### src/rtl/index_encoder_output.sv
// Dense-to-sparse activation encoder.
// Each nonzero value is paired with the count of zeros that preceded it, and
// entries are packed I per output vector. A zero run that reaches MAX_RUN is
// broken with a {0, MAX_RUN} filler entry so the run index never wraps.
//
// Handshake: a transfer happens on a rising edge where valid && ready. The
// producer holds data stable while valid && !ready. in_ready depends only on
// internal state, and out_valid never waits on out_ready.
module index_encoder_output #(
    parameter int I      = 4,
    parameter int DATA_W = 16,
    parameter int IDX_W  = 4
) (
    input  logic                  clk,
    input  logic                  rst,
    input  logic                  in_valid,
    output logic                  in_ready,
    input  logic [DATA_W-1:0]     in_data,
    input  logic                  in_last,
    output logic                  out_valid,
    input  logic                  out_ready,
    output logic [I*DATA_W-1:0]   out_value,
    output logic [I*IDX_W-1:0]    out_index,
    output logic [$clog2(I):0]    out_cnt,
    output logic                  out_last
);

    localparam int CNT_W  = $clog2(I) + 1;
    localparam int SLOT_W = $clog2(I);
    localparam logic [IDX_W-1:0] MAX_RUN = '1;

    logic [DATA_W-1:0]   pack_value [I];
    logic [IDX_W-1:0]    pack_index [I];
    logic [I*DATA_W-1:0] pack_value_flat;
    logic [I*IDX_W-1:0]  pack_index_flat;
    logic [CNT_W-1:0]    pack_cnt;
    logic [IDX_W-1:0]    run;
    logic                flush_pend;

    logic accept;
    logic is_zero;
    logic write_slot;
    logic pack_full;
    logic out_free;
    logic transfer;

    // The pack stops accepting once full or once a frame close is waiting, so
    // accepting an element and moving the pack to the output never coincide.
    assign pack_full  = (pack_cnt == CNT_W'(I));
    assign in_ready   = !pack_full && !flush_pend;
    assign accept     = in_valid && in_ready;
    assign is_zero    = (in_data == '0);
    assign write_slot = accept && (!is_zero || (run == MAX_RUN));
    assign out_free   = !out_valid || out_ready;
    assign transfer   = (pack_full || flush_pend) && out_free;

    // Flatten the pack slots, slot 0 in the least significant position.
    always_comb begin
        pack_value_flat = '0;
        pack_index_flat = '0;
        for (int k = 0; k < I; k++) begin
            pack_value_flat[k*DATA_W +: DATA_W] = pack_value[k];
            pack_index_flat[k*IDX_W +: IDX_W]   = pack_index[k];
        end
    end

    // Pack builder: zero-run counting, slot writes and frame-close tracking.
    // Slots are cleared on transfer so that unused slots reach the output as 0.
    always_ff @(posedge clk) begin
        if (rst) begin
            pack_cnt   <= '0;
            run        <= '0;
            flush_pend <= 1'b0;
            for (int k = 0; k < I; k++) begin
                pack_value[k] <= '0;
                pack_index[k] <= '0;
            end
        end else if (transfer) begin
            pack_cnt   <= '0;
            flush_pend <= 1'b0;
            for (int k = 0; k < I; k++) begin
                pack_value[k] <= '0;
                pack_index[k] <= '0;
            end
        end else if (accept) begin
            if (write_slot) begin
                // A run-break entry carries in_data (zero) and run (MAX_RUN).
                pack_value[pack_cnt[SLOT_W-1:0]] <= in_data;
                pack_index[pack_cnt[SLOT_W-1:0]] <= run;
                pack_cnt <= pack_cnt + 1'b1;
            end
            // Trailing zeros of a frame are dropped, so the run restarts on last.
            if (write_slot || in_last) begin
                run <= '0;
            end else begin
                run <= run + 1'b1;
            end
            if (in_last) begin
                flush_pend <= 1'b1;
            end
        end
    end

    // Output register: loads on transfer and holds until the consumer accepts.
    always_ff @(posedge clk) begin
        if (rst) begin
            out_valid <= 1'b0;
            out_value <= '0;
            out_index <= '0;
            out_cnt   <= '0;
            out_last  <= 1'b0;
        end else if (transfer) begin
            out_valid <= 1'b1;
            out_value <= pack_value_flat;
            out_index <= pack_index_flat;
            out_cnt   <= pack_cnt;
            out_last  <= flush_pend;
        end else if (out_valid && out_ready) begin
            out_valid <= 1'b0;
        end
    end

endmodule

### config.mk
export PLATFORM = sky130hd
export DESIGN_NAME = index_encoder_output
export DESIGN_NICKNAME = d
export VERILOG_FILES = /design/src/rtl/index_encoder_output.sv
export SDC_FILE = /design/constraint.sdc
export NUM_CORES = 1
export LEC_CHECK = 0
export CAP_MARGIN = 20
export CORE_ASPECT_RATIO = 0.75
export CORE_UTILIZATION = 35
export CTS_BUF_LIST = sky130_fd_sc_hd__clkbuf_8
export DETAILED_ROUTE_END_ITERATION = 8
export MAX_ROUTING_LAYER = met4
export PLACE_DENSITY = 0.6
export SLEW_MARGIN = 20
export SYNTH_ARGS = -nofsm -noshare
export SYNTH_HDL_FRONTEND = slang
export SYNTH_SLANG_ARGS = --single-unit
### constraint.sdc
create_clock -name clk -period 2.9 [get_ports clk]
set_input_delay 0.58 -clock clk [delete_from_list [all_inputs] [get_ports clk]]
set_output_delay 0.58 -clock clk [all_outputs]
set_load 0.02 [all_outputs]
==> impl_metrics.toml, run 1 <==
[setup_path]
critPathRequiredTime_ns = 2.32
cp.arrival_ns = 2.21
critPathKind = "register to primary output"
ff2ff_setup_slack_ns = 0.45
critPathMaxFanout = 6
cp-start-kind = "register"
cp-end-kind = "primary output"

[cts]
cts_buffer_depth = 2
cts-resized-gates = 0
clkTransAtPathRegs_ns = 0.08
cts-root-buf = "clkbuf_8"
hold_buffers = 0
cts_tree = "built"
insertion_delay_ns = 0.47
cts_made_buffers = 17
cts_htree_levels = 4
cts_setup_buffers = 0
clock_sinks = 173

[sta]
skew_ns = 0.0106
relSlewSlack = 0.392
post-route-min-period_ns = 2.79
setup_viol = 0
fmax_ghz = 0.359
hold_viol_final = 0
post-route-period-util = 0.961
rsz0062_at_grt = "no"
worstMarginPinSlew_ns = 0.912
slew_violations = 0

[floorplan]
die_y_um = 120
io_pins = 107
die_x_um = 159
die-area_um2 = 19000
core-area_um2 = 17900
rows = 42
start_util = 0.361

[power]
power_mw = 5.07
total_leakage_power_nw = 2.99
vdd_ir_drop_max_mv = 0.233
p_per_area_nw_per_um2 = 603

[grt]
grt_pass1_vias = 4523
gr-total-overflow = 0
track_usage = 0.180
grt_pass1_wl_um = 25000
grt_max_degree = 83
antenna_found_initial = 0

[cells_and_area]
drive_gt1_frac = 0.106
area.sequential_um2 = 4260
num_antenna_cells = 0
num-fill-cells = 1623
areaGrowthSynthToFinish_pct = 30.0
final_util = 0.470
nets = 751
multi_input_area_um2 = 2010

[routing]
drtAntennaViolNets = 0
drc_errors = 0
drt_first_pass_iters = 4
wl_per_cell_um = 16.4
wirelength_um = 16100
first_iter_violations = 333
vias = 4639
routed_via_density = 4.73

[synthesis]
synth_warnings = 0
yosysSeqAreaShare = 0.660
synthesis.area_um2 = 6460
syn-num-nets = 630
syn_avg_cell_area_um2 = 10.7
ys_ff_latch = 173
synth_cell_types = 36
synthCells = 604

[run_status]
status = "completed"

[place]
portBuffers = 106
dp_hpwl_um = 11200
gp_congestion = 0.806

[hold_path]
hold_class = "register to register"

[run]
drv_cap = 0
[through the flow]
step           hold slack [ns]  instances  setup TNS, ns  setup WS [ns]  area [um^2]
4_1_cts                  0.460        980              0         0.0852         8400
2_1_floorplan            0.464        604              0          0.456         6460
6_report                 0.456        980              0          0.114         8400
5_1_grt                  0.483        980              0         0.0421         8400
3_3_place_gp             0.447        948         -17.09         -0.190         7990
3_5_place_dp             0.448        948         -23.01         -0.232         7990
[final timing paths]
kind                  from               end  depth (start not counted)
max            pack_cnt[0]          in_ready                          5
min          out_value[62]     out_value[62]                          2
max reg2reg    pack_cnt[0]  pack_value[2][5]                          6
min reg2reg  out_value[62]     out_value[62]                          2
[flip-flops by register name, indices dropped and copies added (netlist names)]
name,cells
pack_index,16
out_cnt,3
out_valid,1
out_index,16
flush_pend,1
pack_value,64
run,4
out_last,1
pack_cnt,3
out_value,64
[cells in the mapped netlist (all sizes together)]
cell type,n,area [um^2]
edfxtp,80,2400
a22oi,1,7.51
o21ai,2,10.0
nand3,2,10.0
or4,1,7.51
a21o,5,47.5
nor2,3,11.3
a2111oi,4,60.1
nand4b,1,8.76
a211oi,4,40.0
nor3,1,5.00
inv,7,31.3
nand2,174,661
ha,5,62.6
or4b,1,10.0
nor4,4,25.0
clkbuf,23,96.3
a21oi,87,439
a31oi,2,12.5
mux2i,3,30.0
dfxtp,93,1860
and4,1,8.76
buf,15,75.1
nor4b,1,8.76
nand2b,3,18.8
and2,81,508
[power breakdown]
part | total [mW] | switching, mW | internal [mW] | leakage, nW
clock network | 1.74 | 0.852 | 0.888 | 0.224
registers | 2.78 | 0.0651 | 2.71 | 1.61
logic | 0.550 | 0.334 | 0.216 | 1.16
[layer usage]
layer	GRT usage	vias to the layer above	wire length, um
met3	0.0359	20	1100
met5	-	-	0
met4	0.0685	0	202
li1	-	2259	-
met1	0.260	2208	8080
met2	0.247	152	6680
[layout make-up]
class	count	share of cell area
Clock buffer	19	0.0311
Clock inverter	13	0.0174
Inverter	7	0.00372
Multi-Input combinational cell	386	0.239
Sequential cell	173	0.508
Tap cell	242	0.0360
Timing Repair Buffer	140	0.165
[logic make-up (layout without fill, tap and decap cells)]
family	count (synthesis)	in the layout	share of synthesized area
flops	173	173	0.660
fa+ha+maj	5	5	0.00969
simple gates	273	273	0.199
mux	3	3	0.00465
compound gates	105	105	0.0955
buf+inv	45	179	0.0314
[placed cells by master (no fill, tap or decap), types with 4 or more instances in the layout]
master and instances:
buf_12 6, nor4_1 4, clkdlybuf4s50_1 105, and2_1 80, buf_4 28, inv_1 9, edfxtp_1 80, ha_1 5
a21oi_1 86, dfxtp_1 93, clkbuf_8 19, nand2_1 172
[worst max-delay path, stage by stage, from the launching register on]
cell and delay (ns):
dfxtp_1 0.42, inv_1 0.11, ha_1 0.27, a21o_4 0.27, inv_6 0.08, clkdlybuf4s50_1 0.60
No activity file was read; power rests on OpenSTA's default activity.
==> run 2: changes to the inputs <==
- CORE_MARGIN: unset -> 2
- MAX_ROUTING_LAYER: met4 -> unset
==> run 2 against run 1 <==
Compared with the run above: critical path depth unchanged; flip-flop and latch count unchanged; setup slack improved by 0.031 ns; clock power decreased by 18%; final cell count decreased by 0.31%.
==> impl_metrics.toml, run 2 (synthesis results as in run 1) <==
[run_status]
status = "completed"

[cells_and_area]
final_common_cell = "nand2_1"
fin_area_um2 = 8280
largestRegisters = "out_value (64), pack_value (64)"
areaGrowthSynthToFinish_pct = 28.3
layout_common_cells = "nand2_1 (172), clkdlybuf4s50_1 (105), dfxtp_1 (93), a21oi_1 (86)"
num_antenna_cells = 0
drive_gt1_frac = 0.0966
nets = 748

[routing]
routed_via_density = 4.73
wl_per_cell_um = 16.6
first_iter_violations = 409
drtAntennaViolNets = 0
drt_first_pass_iters = 4
wirelength_um = 16200
vias = 4619
drc_errors = 0

[floorplan]
start_util = 0.361
die_x_um = 161
io_pins = 107
core-area_um2 = 17900
die-area_um2 = 19600
die_y_um = 122
rows = 42

[sta]
fmax_ghz = 0.363
post-route-min-period_ns = 2.75
setup_viol = 0
hold_viol_final = 0
skew_ns = 0.00749
relSlewSlack = 0.373
slew_violations = 0
whs_ns = 0.456
worstMarginPinSlew_ns = 0.941
timing.setup.tns_ns = 0
post-route-period-util = 0.950
rsz0062_at_grt = "no"

[setup_path]
critPathMaxStageDelay_ns = 0.60
r2r_start = "pack_cnt[0]"
cp-end-kind = "primary output"
path_cells = "inv_1 > ha_1 > a21o_4 > inv_6 > clkdlybuf4s50_1"
timing.rr.end = "pack_value[2][13]"
critPathRequiredTime_ns = 2.32
crit_slowest_cell = "clkdlybuf4s50_1"
ff2ff_setup_slack_ns = 0.52
critPathKind = "register to primary output"
crit_start = "pack_cnt[0]"
cp-start-kind = "register"
ff2ff_path_depth = 6
cp.arrival_ns = 2.17
critPathMaxFanout = 6

[power]
p_per_area_nw_per_um2 = 574
seq_power_share = 0.585
p_sw_mw = 1.26
p_sw_frac = 0.265
internal_power_mw = 3.50
clock_power_share = 0.301
combPwrFrac = 0.114
power_mw = 4.75
vdd_ir_drop_max_mv = 0.280
total_leakage_power_nw = 2.91

[run]
drv_cap = 0

[place]
gp_congestion = 0.824
portBuffers = 106
place_area_um2 = 7970
dp_hpwl_um = 11300

[cts]
cts_made_buffers = 17
insertion_delay_ns = 0.46
cts_setup_buffers = 0
cts-resized-gates = 0
cts_buffer_depth = 2
clkTransAtPathRegs_ns = 0.08
cts_htree_levels = 4
cts-root-buf = "clkbuf_8"
hold_buffers = 0
clock_sinks = 173
cts_tree = "built"

[hold_path]
hold_path_end = "out_value[8]"
min_from = "out_value[8]"
holdPathStages = 2
hold_class = "register to register"

[grt]
antenna_found_initial = 0
grt_max_degree = 90
grt_pass1_wl_um = 25000
track_usage = 0.170
gr-total-overflow = 0
grt_pass1_vias = 4468
-- run 2: cell types whose count changed in the layout (fill, tap and decap cells not counted), sizes merged --
cell | previous run | this run
clkinv | 4 | 9
buf | 35 | 32
bufinv | 3 | 0
clkinvlp | 0 | 3
inv | 13 | 10
clkbuf | 19 | 17
-- run 2: worst max-delay path by stage --
stage / endpoint / cells past startpoint
finish: in_ready / 5
global route: in_ready / 5
CTS: in_ready / 5
detailed placement: pack_value[0][10] / 5
global placement: pack_value[0][10] / 5
floorplan: pack_index[1][0] / 8
-- run 2: through the flow --
stage	setup WS [ns]	std cells	utilization
after floorplan	0.456	604	-
after global placement	-0.110	945	0.446
after detailed placement	-0.153	945	0.446
after CTS	0.103	977	0.464
after global routing	0.0155	977	0.464
final	0.145	977	0.464
-- run 2: power by group through the flow --
stage / logic [mW] / clock network [mW] / registers (mW)
4_1_cts: 0.550 / 1.46 / 2.78
5_1_grt: 0.592 / 1.55 / 2.80
6_report: 0.543 / 1.43 / 2.78
3_3_place_gp: 0.538 / 0 / 2.83
2_1_floorplan: 0.227 / 0 / 2.87
3_5_place_dp: 0.547 / 0 / 2.84
-- run 2: layout make-up --
class / count / area [um^2]
fill: 1693 / 9580
sequential: 173 / 4260
multi-input combinational: 386 / 2010
timing repair buffer: 137 / 1360
tap: 242 / 303
clock buffer: 17 / 234
clock inverter: 15 / 81.3
inverter: 7 / 31.3
-- run 2: critical path: cells and delay by family, from the launching register on --
family	cells	cell delay, ns
adders and majority gates	1	0.26
AOI/OAI and AO/OA	1	0.27
buffers and inverters	3	0.78
DFF	1	0.41
-- run 2: layer usage --
layer / track usage / up-vias / share of wire
met5: 0 / - / 0
met4: 0.0452 / 0 / 0.0086
met2: 0.237 / 163 / 0.42
met3: 0.0504 / 11 / 0.095
li1: - / 2252 / -
met1: 0.255 / 2193 / 0.48
==> run 3: changes to the inputs <==
- CAP_MARGIN: 20 -> 10
==> results of run 3 <==
The final DEF is identical to that of run 2; final timing and power are the same.
==> patch (settings of run 1) <==
`IDX_W`: 4 -> 5.
--- a/src/rtl/index_encoder_output.sv
+++ b/src/rtl/index_encoder_output.sv
@@ -9,7 +9,7 @@
 module index_encoder_output #(
     parameter int I      = 4,
     parameter int DATA_W = 16,
-    parameter int IDX_W  = 4
+    parameter int IDX_W  = 5
 ) (
     input  logic                  clk,
     input  logic                  rst,
Ports: changed (resized out_index); port bits go from 107 to 111. No check against the original RTL was run, so the function may have changed too.
==> patch against run 1 <==
Final area increased by 1.5%. Cell count up 4.6%. Area after synthesis is 2.8% higher. Sequential power increased by 5%. Core utilization decreased by 0.92 points. Power is 5.3% higher. Routed wire length rose by 1.8%. Clock skew is 0.0013 ns lower. Global-route usage fell by 0.067 points. Hold slack got worse by 0.0019 ns. Sequential cell count increased by 9. Worst setup slack better by 0.048 ns. Via count increased by 4.6%. Critical endpoint unchanged.
==> patch: results (changes against run 1) <==
{| class="wikitable"
! Metric !! Value
|-
| Violation count after the first detailed-route iteration || 357 (+7.2%)
|-
| Count of flip-flops with a built-in enable after synthesis || 84 (+5.0%)
|-
| Yosys warning total || 0 (unchanged)
|-
| Total wirelength of the detailed-routed design || 16400 um (+1.8%)
|-
| Largest net degree at the start of global routing || 64 (-23%)
|-
| CP max-delay cell || sky130_fd_sc_hd__clkdlybuf4s50_1
|-
| Worst vdd ir || 0.289 mV (+24%)
|-
| Mapped Nets || 679 (+7.8%)
|-
| Final net count || 792 (+5.5%)
|-
| Number of setup buffers added after CTS || 0 (unchanged)
|-
| CTS clock-pin slew for the worst setup and hold paths || 0.09 ns
|-
| Fraction of the yosys area taken by sequential cells || 0.675 (+0.0153)
|-
| Deepest clock path buffer count || 2 (unchanged)
|-
| GRT met3 Usage || 0.0369 (+0.000962)
|-
| Met2 usage in global routing || 0.275 (+0.0278)
|-
| Critical Path Fanout Max || 5 (-1)
|-
| Delay-heaviest family, CP || buffers and inverters
|-
| Worst setup skew after layout || 0.00933 ns (-0.00128 ns)
|-
| Switching power summed over all nets || 1.30 mW (+3.7%)
|-
| Number of global-route vias before repair || 4663 (+3.1%)
|-
| Synth unique cells || 32 (-11%)
|-
| Number of CTS-inserted buffers || 17 (unchanged)
|-
| Stage delay of the slowest cell on the critical path || 0.60 ns (about the same)
|-
| Area of the core region || 18500 um2 (+3.6%)
|-
| Fraction of registers with async set or reset after synthesis || 0 (unchanged)
|-
| Top cells by count, synth || sky130_fd_sc_hd__nand2_1, sky130_fd_sc_hd__dfxtp_1, sky130_fd_sc_hd__a21oi_1
|-
| Largest registers in the final layout || out_value (64), pack_value (64)
|-
| Critical path arrival || 2.16 ns (-0.05 ns)
|-
| Met1 usage || 0.239 (-0.0211)
|-
| Worst Max-Slew Pin Slew || 0.658 ns (-0.254 ns)
|-
| Antenna violations before repair || 0 (unchanged)
|-
| Top cells by area in the synthesized netlist || sky130_fd_sc_hd__edfxtp_1, sky130_fd_sc_hd__dfxtp_1, sky130_fd_sc_hd__nand2_1
|-
| Number of placed cells counting well taps || 993 (+4.7%)
|-
| Vias after detailed routing || 4851 (+4.6%)
|-
| Vias per cell || 4.73 (about the same)
|-
| Routability congestion estimate from global placement || 0.812 (+0.79%)
|-
| Filler Cells Inserted || 1780 (+9.7%)
|-
| First drt pass iteration count || 5 (+1)
|-
| Overall Global Routing Usage || 0.179 (-0.000667)
|-
| Clock latency on the worst-skew pair || 0.45 ns (-0.02 ns)
|-
| Htree depth || 4 (unchanged)
|-
| Wire length of the first global-routing pass || 25400 um (+1.7%)
|-
| Pleak || 2.94 nW (-1.6%)
|-
| Cells after synthesis || 652 (+7.9%)
|-
| Placed wire-length estimate || 11700 um (+4.5%)
|-
| Worst slack, placed || 0.138 ns (+0.370 ns)
|-
| Layout cells sized above 1 || 0.0861 (-0.0196)
|-
| Quantity of I/O buffers inserted on ports || 110 (+3.8%)
|-
| Run status || finished clean
|}
[patch: final cells by class]
type,count,share of cell area
Inverter,4,0.00176
Clock inverter,13,0.0210
Multi-Input combinational cell,426,0.232
Tap cell,247,0.0362
Sequential cell,182,0.526
Timing Repair Buffer,134,0.153
Clock buffer,19,0.0307
[patch: cell families (layout without fill, tap and decap cells)]
logic type               count (synthesis)  in the layout  synth area share
multiplexers                             3              3           0.00471
buffers and inverters                   44            170            0.0275
flip-flops                             182            182             0.675
AO/OA/AOI/OAI                          105            105            0.0876
adder cells (fa/ha/maj)                  6              6            0.0113
AND/OR/NAND/NOR                        312            312             0.193
[patch: timing repair]
item	in CTS	in global routing
endpoints found under the hold margin	0	0
setup endpoints to repair	0	1
resized for setup	0	1
[patch: layer usage]
metal,vias up,share of wire
met5,-,0
met4,0,0.011
met3,14,0.054
met2,134,0.47
met1,2316,0.47
li1,2387,-
[patch: metrics by stage]
step / area [um2] / power [mW] / utilization
2_1_floorplan: 6640 / 3.26 / -
3_3_place_gp: 8090 / 3.52 / 0.437
3_5_place_dp: 8090 / 3.54 / 0.437
4_1_cts: 8530 / 5.39 / 0.461
5_1_grt: 8530 / 5.54 / 0.461
6_report: 8530 / 5.34 / 0.461
[patch: power groups by stage]
stage,Clock [mW],Combinational [mW],Sequential (mW)
floorplan,0,0.245,3.02
global placement,0,0.550,2.97
detailed placement,0,0.562,2.97
CTS,1.91,0.565,2.92
global route,2.00,0.606,2.93
finish,1.86,0.558,2.92
[patch: path summary, 6_finish.rpt]
| check | from | to | slack, ns | cells past startpoint |
|---|---|---|---|---|
| setup / recovery | pack_cnt[1] | in_ready | 0.16 | 5 |
| hold / removal | out_value[24] | out_value[24] | 0.45 | 2 |
| setup reg to reg | run[0] | pack_value[2][8] | 0.32 | 10 |
| hold reg to reg | out_value[24] | out_value[24] | 0.45 | 2 |
[patch: tightest hold or removal path, stage by stage (launching register included)]
cell and delay, ns:
sky130_fd_sc_hd__dfxtp_1 0.31, sky130_fd_sc_hd__nand2_1 0.05, sky130_fd_sc_hd__a21oi_1 0.05
